### src/rtl/delay_pkg.sv
// Shared constants and types for the single-clock delay block.
package delay_pkg;

  localparam int DEFAULT_WIDTH = 32;

  typedef logic [DEFAULT_WIDTH-1:0] data_t;

endpackage

### src/rtl/en_reg.sv
// Enabled register with synchronous active-high reset and a parameterised reset value.
module en_reg #(
  parameter int               WIDTH     = 32,
  parameter logic [WIDTH-1:0] RESET_VAL = '0
) (
  input  logic             clk,
  input  logic             n_rst,
  input  logic             i_en,
  input  logic [WIDTH-1:0] i_d,
  output logic [WIDTH-1:0] o_q
);

  logic [WIDTH-1:0] r_q;

  // Reset wins over enable so a stalled pipeline still clears.
  always_ff @(posedge clk) begin
    if (n_rst) begin
      r_q <= RESET_VAL;
    end else if (i_en) begin
      r_q <= i_d;
    end
  end

  assign o_q = r_q;

endmodule

### src/rtl/delay_single_clock.sv
// One-enabled-clock delay of a data word and its valid bit, plus a one-cycle change flag.
module delay_single_clock
  import delay_pkg::*;
#(
  parameter int               WIDTH     = DEFAULT_WIDTH,
  parameter logic [WIDTH-1:0] RESET_VAL = '0
) (
  input  logic             clk,
  input  logic             n_rst,
  input  logic [WIDTH-1:0] in,
  input  logic             in_valid,
  input  logic             en,
  output logic [WIDTH-1:0] out,
  output logic             out_valid,
  output logic             out_changed
);

  logic [WIDTH-1:0] w_data_q;
  logic             w_valid_q;
  logic             w_differs;
  logic             r_changed;

  en_reg #(
    .WIDTH     (WIDTH),
    .RESET_VAL (RESET_VAL)
  ) u_data_reg (
    .clk   (clk),
    .n_rst (n_rst),
    .i_en  (en),
    .i_d   (in),
    .o_q   (w_data_q)
  );

  // in_valid rides alongside the data; it never gates the data capture.
  en_reg #(
    .WIDTH     (1),
    .RESET_VAL (1'b0)
  ) u_valid_reg (
    .clk   (clk),
    .n_rst (n_rst),
    .i_en  (en),
    .i_d   (in_valid),
    .o_q   (w_valid_q)
  );

  assign w_differs = (in != w_data_q);

  always_ff @(posedge clk) begin
    if (n_rst) begin
      r_changed <= 1'b0;
    end else begin
      r_changed <= en & w_differs;
    end
  end

  assign out         = w_data_q;
  assign out_valid   = w_valid_q;
  assign out_changed = r_changed;

endmodule

### config.mk
export PLATFORM = sky130hd
export DESIGN_NAME = delay_single_clock
export DESIGN_NICKNAME = d
export VERILOG_FILES = /design/src/rtl/delay_pkg.sv /design/src/rtl/en_reg.sv /design/src/rtl/delay_single_clock.sv
export SDC_FILE = /design/constraint.sdc
export NUM_CORES = 1
export LEC_CHECK = 0
export BUFFER_PORTS_ARGS = -buffer_cell sky130_fd_sc_hd__buf_2
export CAP_MARGIN = 20
export CORE_MARGIN = 2
export CORE_UTILIZATION = 42
export CTS_CLUSTER_DIAMETER = 120
export CTS_CLUSTER_SIZE = 14
export DETAILED_ROUTE_END_ITERATION = 12
export PLACE_DENSITY = 0.86
export SLEW_MARGIN = 5
export SYNTH_ARGS = -nofsm -noshare
export SYNTH_HDL_FRONTEND = slang
export SYNTH_SLANG_ARGS = --single-unit
### constraint.sdc
create_clock -name clk -period 1 [get_ports clk]
set_clock_uncertainty 0.05 [all_clocks]
set_input_delay 0.1 -clock clk [delete_from_list [all_inputs] [get_ports clk]]
set_output_delay 0.1 -clock clk [all_outputs]
set_load 0.03 [all_outputs]
==> summary.md, run 1 <==
| Metric | Value |
|---|---|
| Number of antenna violations at the first check in global routing | `0` |
| Number of placement rows | `22` |
| Register-to-Register Setup Slack | `-0.27 ns` |
| Switching Fraction | `0.290` |
| Period minus WS final | `1.27 ns` |
| DRC violation total after the first TritonRoute iteration | `17` |
| Data arrival time of the worst path | `1.39 ns` |
| Total power divided by cell area | `1250 nW/um^2` |
| Number of placed I/O pins | `70` |
| Synth area leader | `dfxtp_1` |
| FFs w/ async S/R, synth | `0` |
| NumNets Final | `290` |
| Cell-internal power | `0.00244 W` |
| Max-slew violation count | `0` |
| RSZ-0062 raised after global routing | `yes` |
| Total vias in the final route | `1431` |
| Top cells by instance count after synthesis | `dfxtp_1 (34), mux2i_1 (33), nor2_1 (33), xnor2_1 (32), nand4_1 (8)` |
| IO buf count | `69` |
| Flip-flop and latch count after synthesis | `34` |
| Data required time at the worst endpoint | `1.12 ns` |
| Fraction of final layout cells sized beyond drive strength 1 | `0.608` |
| DIE WIDTH | `64.7 um` |
| Synth top area cells | `dfxtp_1 (44%), mux2i_1 (21%), xnor2_1 (18%)` |
| Leakage power figure | `1.27 nW` |
| Worst-case hold path end point | `u_valid_reg.o_q$_SDFFE_PP0P_` |
| Kind of capture point of the worst setup path | `flip-flop` |
| Routed via count divided by cell count | `4.72` |
| Clock latency on the worst-skew pair | `0.28 ns` |
| Final setup margin | `-0.272 ns` |
| Initial Utilization | `0.429` |
| Final GP Congestion | `0.726` |
| Hold Path Cell Cnt | `3` |
| Hold-fix buffer count after cts | `0` |
| Peak VDD IR | `0.000857 V` |
| Worst slew pin tran | `0.292 ns` |
| Normalized max-slew margin | `0.804` |
| Synth Area per Inst | `10.2 um^2` |
| Start point of the worst hold path | `in_valid` |
| Largest fanout on the critical path | `2` |
| Final Hold Viols | `0` |
| EDFF count, synth | `0` |
| Inserted Diodes | `0` |
| Number of nets still failing antenna checks after routing | `0` |
| Count of synthesis-stage warnings from yosys | `0` |
| Average detailed-routed wire length per instance | `14.1 um` |
| Total power | `0.00344 W` |
| Seq pwr share | `0.434` |
| Post-Synthesis Cell Area | `1550 um^2` |
| Synthesized netlist cell count | `152` |
| Maximum capacitance violations | `0` |
| CTS Sinks | `34` |
| Combinational Power Share | `0.289` |
| Number of global-route vias before repair | `1484` |
| Setup-violating endpoint count in the final report | `21` |
| Detailed Routing Iterations Pass 1 | `4` |
| Buffer levels on the longest clock path | `2` |
| Flip-flop cell with the highest count after synthesis | `dfxtp_1` |
| Period utilization | `1.27` |
| DP Wirelength | `2760 um` |
| Run status | `complete, but fails checks` |
| Critical Path Source Type | `flip-flop` |
| Total Routed Length | `4280 um` |
| CTS H-Tree Depth | `2` |
| Wire length of the first global-routing pass | `6490 um` |
| Clock-pin slew of the registers on the worst-case setup and hold paths | `0.07 ns` |
| Net Sw Power | `0.000999 W` |
| Number of cells on the worst reg-to-reg path | `4` |
| Violations in the final reports | `setup timing` |
| Sequential element share of the synthesized area | `0.440` |
| Root Buffer | `clkbuf_8` |
| Clock tree from TritonCTS | `built` |
| Synthesized net count | `188` |
| Critical path launch point | `u_data_reg.o_q[25]$_SDFFE_PP0P_` |
| Most used standard cell by instance count after synthesis | `dfxtp_1` |
| Worst hold slack after final layout | `0.0155 ns` |
| Unique cell type count in the Yosys netlist | `12` |
| Die ar. | `4180 um^2` |
| Remaining global-route overflow | `0` |
| Share of total power in the clock network | `0.277` |
| Worst r2r dst | `out_changed$_SDFF_PP0_` |
| Syn-to-layout area delta | `77.7%` |
| Filler cells | `253` |
| Total routing resource utilization after global routing | `0.205` |
| Number of buffers inserted during clock tree synthesis | `5` |
| Chip height | `64.7 um` |
| Kind of critical path | `reg2reg` |
| Largest net degree at the start of global routing | `28` |
| Class of the tightest hold or removal check | `in2reg` |
| Startpoint of the worst register-to-register path | `u_data_reg.o_q[25]$_SDFFE_PP0P_` |
| Area share of the largest cell type after synthesis | `0.440` |
| Floorplan core area | `3610 um^2` |
| Post-route DRC | `0` |
| Max Fclk | `786 MHz` |
| Setup Total Neg Slack | `-0.871 ns` |
-- critical path, stage by stage, from the launching register on --
cell and delay, ns:
dfxtp_4 0.35, xnor2_2 0.13, nand4_1 0.19, nor4_2 0.33, a21oi_1 0.11
-- power by group through the flow --
stage	logic (W)	registers (W)	clock network [W]
floorplan	0.000297	0.00167	0
global placement	0.000775	0.00149	0
detailed placement	0.000788	0.00150	0
CTS	0.000935	0.00149	0.000961
global route	0.00106	0.00150	0.00105
finish	0.000995	0.00149	0.000951
-- cell families after synthesis --
kind of cell,Yosys count,synth area share
simple gates,44,0.125
flops,34,0.440
mux,33,0.214
xor+xnor,32,0.181
buf+inv,8,0.0372
compound gates,1,0.00323
-- repair_timing --
item | CTS | global route
gates resized for setup | 82 | 24
pin swaps | 6 | 8
setup endpoints to repair | 27 | 31
setup buffers | 2 | 9
-- sequential cells by signal (all words and copies together) (netlist names) --
signal	cells
out_changed	1
u_data_reg.o_q	32
u_valid_reg.o_q	1
-- cell type report --
| class | instances | area, um^2 | area share |
|---|---|---|---|
| sequential | 34 | 781 | 0.284 |
| clock buffer | 8 | 80.1 | 0.0291 |
| multi-input combinational | 110 | 915 | 0.333 |
| timing repair buffer | 103 | 912 | 0.332 |
| tap | 48 | 60.1 | 0.0219 |
-- metal layers --
| layer | track usage | vias up | routed length [um] |
|---|---|---|---|
| li1 | - | 711 | - |
| met1 | 0.212 | 670 | 1660 |
| met2 | 0.378 | 45 | 2280 |
| met3 | 0.0747 | 5 | 289 |
| met4 | 0.0718 | 0 | 55 |
| met5 | 0 | - | 0 |
-- stage by stage --
stage               utilization  cell area, um^2  instances  worst slack (ns)
detailed placement        0.624             2250        290            -0.285
CTS                       0.731             2640        300            -0.203
global placement          0.624             2250        290            -0.314
floorplan                     -             1650        152            -0.126
global route              0.762             2750        303            -0.327
finish                    0.762             2750        303            -0.272
-- how the worst max path moves through the flow --
stage,to,slack [ns],cells after the start
after floorplan,out_changed$_SDFF_PP0_,-0.13,4
after global placement,out_changed$_SDFF_PP0_,-0.31,4
after detailed placement,out_changed$_SDFF_PP0_,-0.28,4
after CTS,out_changed$_SDFF_PP0_,-0.20,4
after global routing,out_changed$_SDFF_PP0_,-0.33,4
final,out_changed$_SDFF_PP0_,-0.27,4
-- cells in the final DEF, fill, tap and decap left out --
| cell type | instances |
|---|---|
| buf_6 | 53 |
| buf_2 | 39 |
| nor2_1 | 33 |
| mux2i_1 | 32 |
| dfxtp_4 | 24 |
| xnor2_1 | 20 |
| xnor2_2 | 12 |
| nand4_1 | 8 |
| dfxtp_2 | 8 |
| buf_4 | 6 |
| clkbuf_8 | 5 |
| clkbuf_1 | 3 |
| buf_12 | 3 |
| nor4_2 | 2 |
| dfxtp_1 | 2 |
| clkbuf_4 | 2 |
| mux2i_2 | 1 |
| nand2b_1 | 1 |
| a21oi_1 | 1 |
No activity file was read; power rests on OpenSTA's default activity.
==> run 2: changes to the inputs <==
- CELL_PAD_IN_SITES_DETAIL_PLACEMENT: default -> 1
- CELL_PAD_IN_SITES_GLOBAL_PLACEMENT: default -> 1
- CORE_UTILIZATION: 42 -> 36
- PLACE_DENSITY: 0.86 -> 0.93
- clock period: 1 -> 1.6 ns (I/O delays scaled with it)
==> run 2 against run 1 <==
  * The flow now finishes without violations
  * Core utilization fell by 27 points
  * Clock power fell by 39%
  * Sequential power fell by 37%
  * Critical path depth did not move
  * Setup slack improved by 0.63 ns
  * Count of clock-buffer cells in the layout fell by 1
  * Register-to-register slack improved by 0.63 ns
  * Critical endpoint unchanged
==> summary.md, run 2 (same netlist as run 1, synthesis figures left out) <==
| Metric | Value |
|---|---|
| Total Routed Length | `3720 um (-13%)` |
| Leakage power figure | `0.965 nW (-24%)` |
| CTS Sinks | `34 (unchanged)` |
| Critical path launch point | `u_data_reg.o_q[4]$_SDFFE_PP0P_` |
| NumNets Final | `258 (-11%)` |
| Remaining global-route overflow | `0 (unchanged)` |
| DIE WIDTH | `69.5 um (+7.5%)` |
| Fraction of final layout cells sized beyond drive strength 1 | `0.342 (-0.266)` |
| Die ar. | `4840 um^2 (+16%)` |
| Number of placed I/O pins | `70 (unchanged)` |
| Setup-violating endpoint count in the final report | `0 (-100%)` |
| Number of buffer and inverter instances along the worst setup path | `0 (unchanged)` |
| Number of global-route vias before repair | `1349 (-9.1%)` |
| Max-slew violation count | `0 (unchanged)` |
| Cell-internal power | `0.00138 W (-44%)` |
| Period minus WS final | `1.24 ns (-0.0346 ns)` |
| Wire length of the first global-routing pass | `6330 um (-2.4%)` |
| Cell with the largest stage delay on the worst path | `dfxtp_1` |
| Clock latency on the worst-skew pair | `0.28 ns (about the same)` |
| Total routing resource utilization after global routing | `0.165 (-0.0396)` |
| Start point of the worst hold path | `in_valid` |
| Summed area of non-filler cells in the final layout | `2010 um^2 (-27%)` |
| Syn-to-layout area delta | `30.2%` |
| Detailed Routing Iterations Pass 1 | `4 (unchanged)` |
| Number of buffers inserted during clock tree synthesis | `5 (unchanged)` |
| Most frequent cells in the layout | `buf_2 (69), dfxtp_1 (34), mux2i_1 (33), nor2_1 (33), xnor2_1 (32)` |
| Final core utilization | `0.496 (-0.266)` |
| Seq pwr share | `0.483 (+0.049)` |
| Post-cts sizing count | `0 (-100%)` |
| Clock-pin slew of the registers on the worst-case setup and hold paths | `0.06 ns (about the same)` |
| Data arrival time of the worst path | `1.35 ns (-0.04 ns)` |
| Root Buffer | `clkbuf_8` |
| Period utilization | `0.774 (-0.499)` |
| Data required time at the worst endpoint | `1.71 ns (+0.59 ns)` |
| RSZ-0062 raised after global routing | `no` |
| Chip height | `69.5 um (+7.5%)` |
| Number of antenna violations at the first check in global routing | `0 (unchanged)` |
| Setup Total Neg Slack | `0 ns (+0.871 ns)` |
| Switching Fraction | `0.291 (+0.000628)` |
| Buffer levels on the longest clock path | `2 (unchanged)` |
| Max incr delay on CP | `0.32 ns (-0.03 ns)` |
| Peak VDD IR | `0.000502 V (-41%)` |
| Largest net degree at the start of global routing | `35 (+25%)` |
| DP Wirelength | `2910 um (+5.5%)` |
| Floorplan core area | `4060 um^2 (+13%)` |
| Routed via count divided by cell count | `4.84 (+2.5%)` |
| Share of total power in the clock network | `0.298 (+0.021)` |
| Kind of critical path | `reg2reg` |
| Inserted Diodes | `0 (unchanged)` |
| Normalized max-slew margin | `0.744 (-0.0593)` |
| Final Hold Viols | `0 (unchanged)` |
| Average detailed-routed wire length per instance | `13.7 um (-3.1%)` |
| Area taken by multi-input logic gates | `808 um^2 (-12%)` |
| Total vias in the final route | `1317 (-8.0%)` |
| DRC violation total after the first TritonRoute iteration | `50 (+33)` |
| Class of the tightest hold or removal check | `in2reg` |
| Total power divided by cell area | `965 nW/um^2 (-23%)` |
| Post-route DRC | `0 (unchanged)` |
| Filler cells | `493 (+95%)` |
| Most frequent standard cell in the layout excluding fill and tap cells | `buf_2` |
| Largest fanout on the critical path | `3 (+1)` |
| Dominant delay contributor by cell family on the critical path | `simple AND/OR/NAND/NOR gates` |
| Startpoint of the worst register-to-register path | `u_data_reg.o_q[4]$_SDFFE_PP0P_` |
| Sequential Area | `681 um^2 (-13%)` |
| Critical Path Source Type | `flip-flop` |
| Total cell area at the placement stage | `1940 um^2 (-14%)` |
| Net Sw Power | `0.000566 W (-43%)` |
| Combinational Power Share | `0.219 (-0.070)` |
| CTS H-Tree Depth | `2 (unchanged)` |
| Maximum capacitance violations | `0 (unchanged)` |
| Final GP Congestion | `0.708 (-2.5%)` |
| Register-to-Register Setup Slack | `0.36 ns (+0.63 ns)` |
| Initial Utilization | `0.381 (-0.0477)` |
| Number of placement rows | `23 (+4.5%)` |
| Clock tree from TritonCTS | `built` |
| Flip-flop count of the largest register after layout | `32 (unchanged)` |
| IO buf count | `69 (unchanged)` |
| Run status | `completed` |
| Worst slew pin tran | `0.383 ns (+0.0915 ns)` |
| Hold-fix buffer count after cts | `0 (unchanged)` |
| Post-CTS setup buffer count | `0 (-2)` |
| Series of cell instances along the critical path | `xnor2_1 -> nand4_1 -> nor4_1 -> a21oi_1` |
| Max Fclk | `808 MHz (+2.8%)` |
| Number of nets still failing antenna checks after routing | `0 (unchanged)` |
| Kind of capture point of the worst setup path | `flip-flop` |
run 2: power groups by stage:
stage	registers, W	logic (W)	clock network, W
after floorplan	0.00106	0.000185	0
after global placement	0.000954	0.000421	0
after detailed placement	0.000959	0.000431	0
after CTS	0.000940	0.000433	0.000610
after global routing	0.000948	0.000462	0.000647
final	0.000940	0.000425	0.000579
run 2: final timing paths:
path                                  endpoint  depth (start not counted)
setup / recovery        out_changed$_SDFF_PP0_                          4
hold / removal    u_valid_reg.o_q$_SDFFE_PP0P_                          3
setup reg to reg        out_changed$_SDFF_PP0_                          4
hold reg to reg   u_valid_reg.o_q$_SDFFE_PP0P_                          2
run 2: area by class of cell:
class | instances | area share
clock buffers | 7 | 0.0379
flip-flops and latches | 34 | 0.338
well taps | 50 | 0.0311
repair buffers | 71 | 0.191
multi-input cells | 110 | 0.401
run 2: metrics by stage:
stage	instances	hold slack, ns	setup WS (ns)	total power [W]
2_1_floorplan	152	0.257	0.317	0.00124
6_report	272	0.0728	0.362	0.00194
3_5_place_dp	265	0.371	0.351	0.00139
5_1_grt	272	0.0853	0.203	0.00206
3_3_place_gp	265	0.351	0.330	0.00138
4_1_cts	272	0.0691	0.335	0.00198
run 2: worst register-to-register path, stage by stage, from the launching register on:
cell and delay (ns):
dfxtp_1 0.32, xnor2_1 0.19, nand4_1 0.14, nor4_1 0.29
a21oi_1 0.11
run 2: routing by layer:
layer	global-route usage	vias up	wire length, um
met4	0.0523	0	48
met3	0.0654	6	309
met2	0.274	48	1800
met1	0.195	614	1560
li1	-	649	-
met5	0	-	0
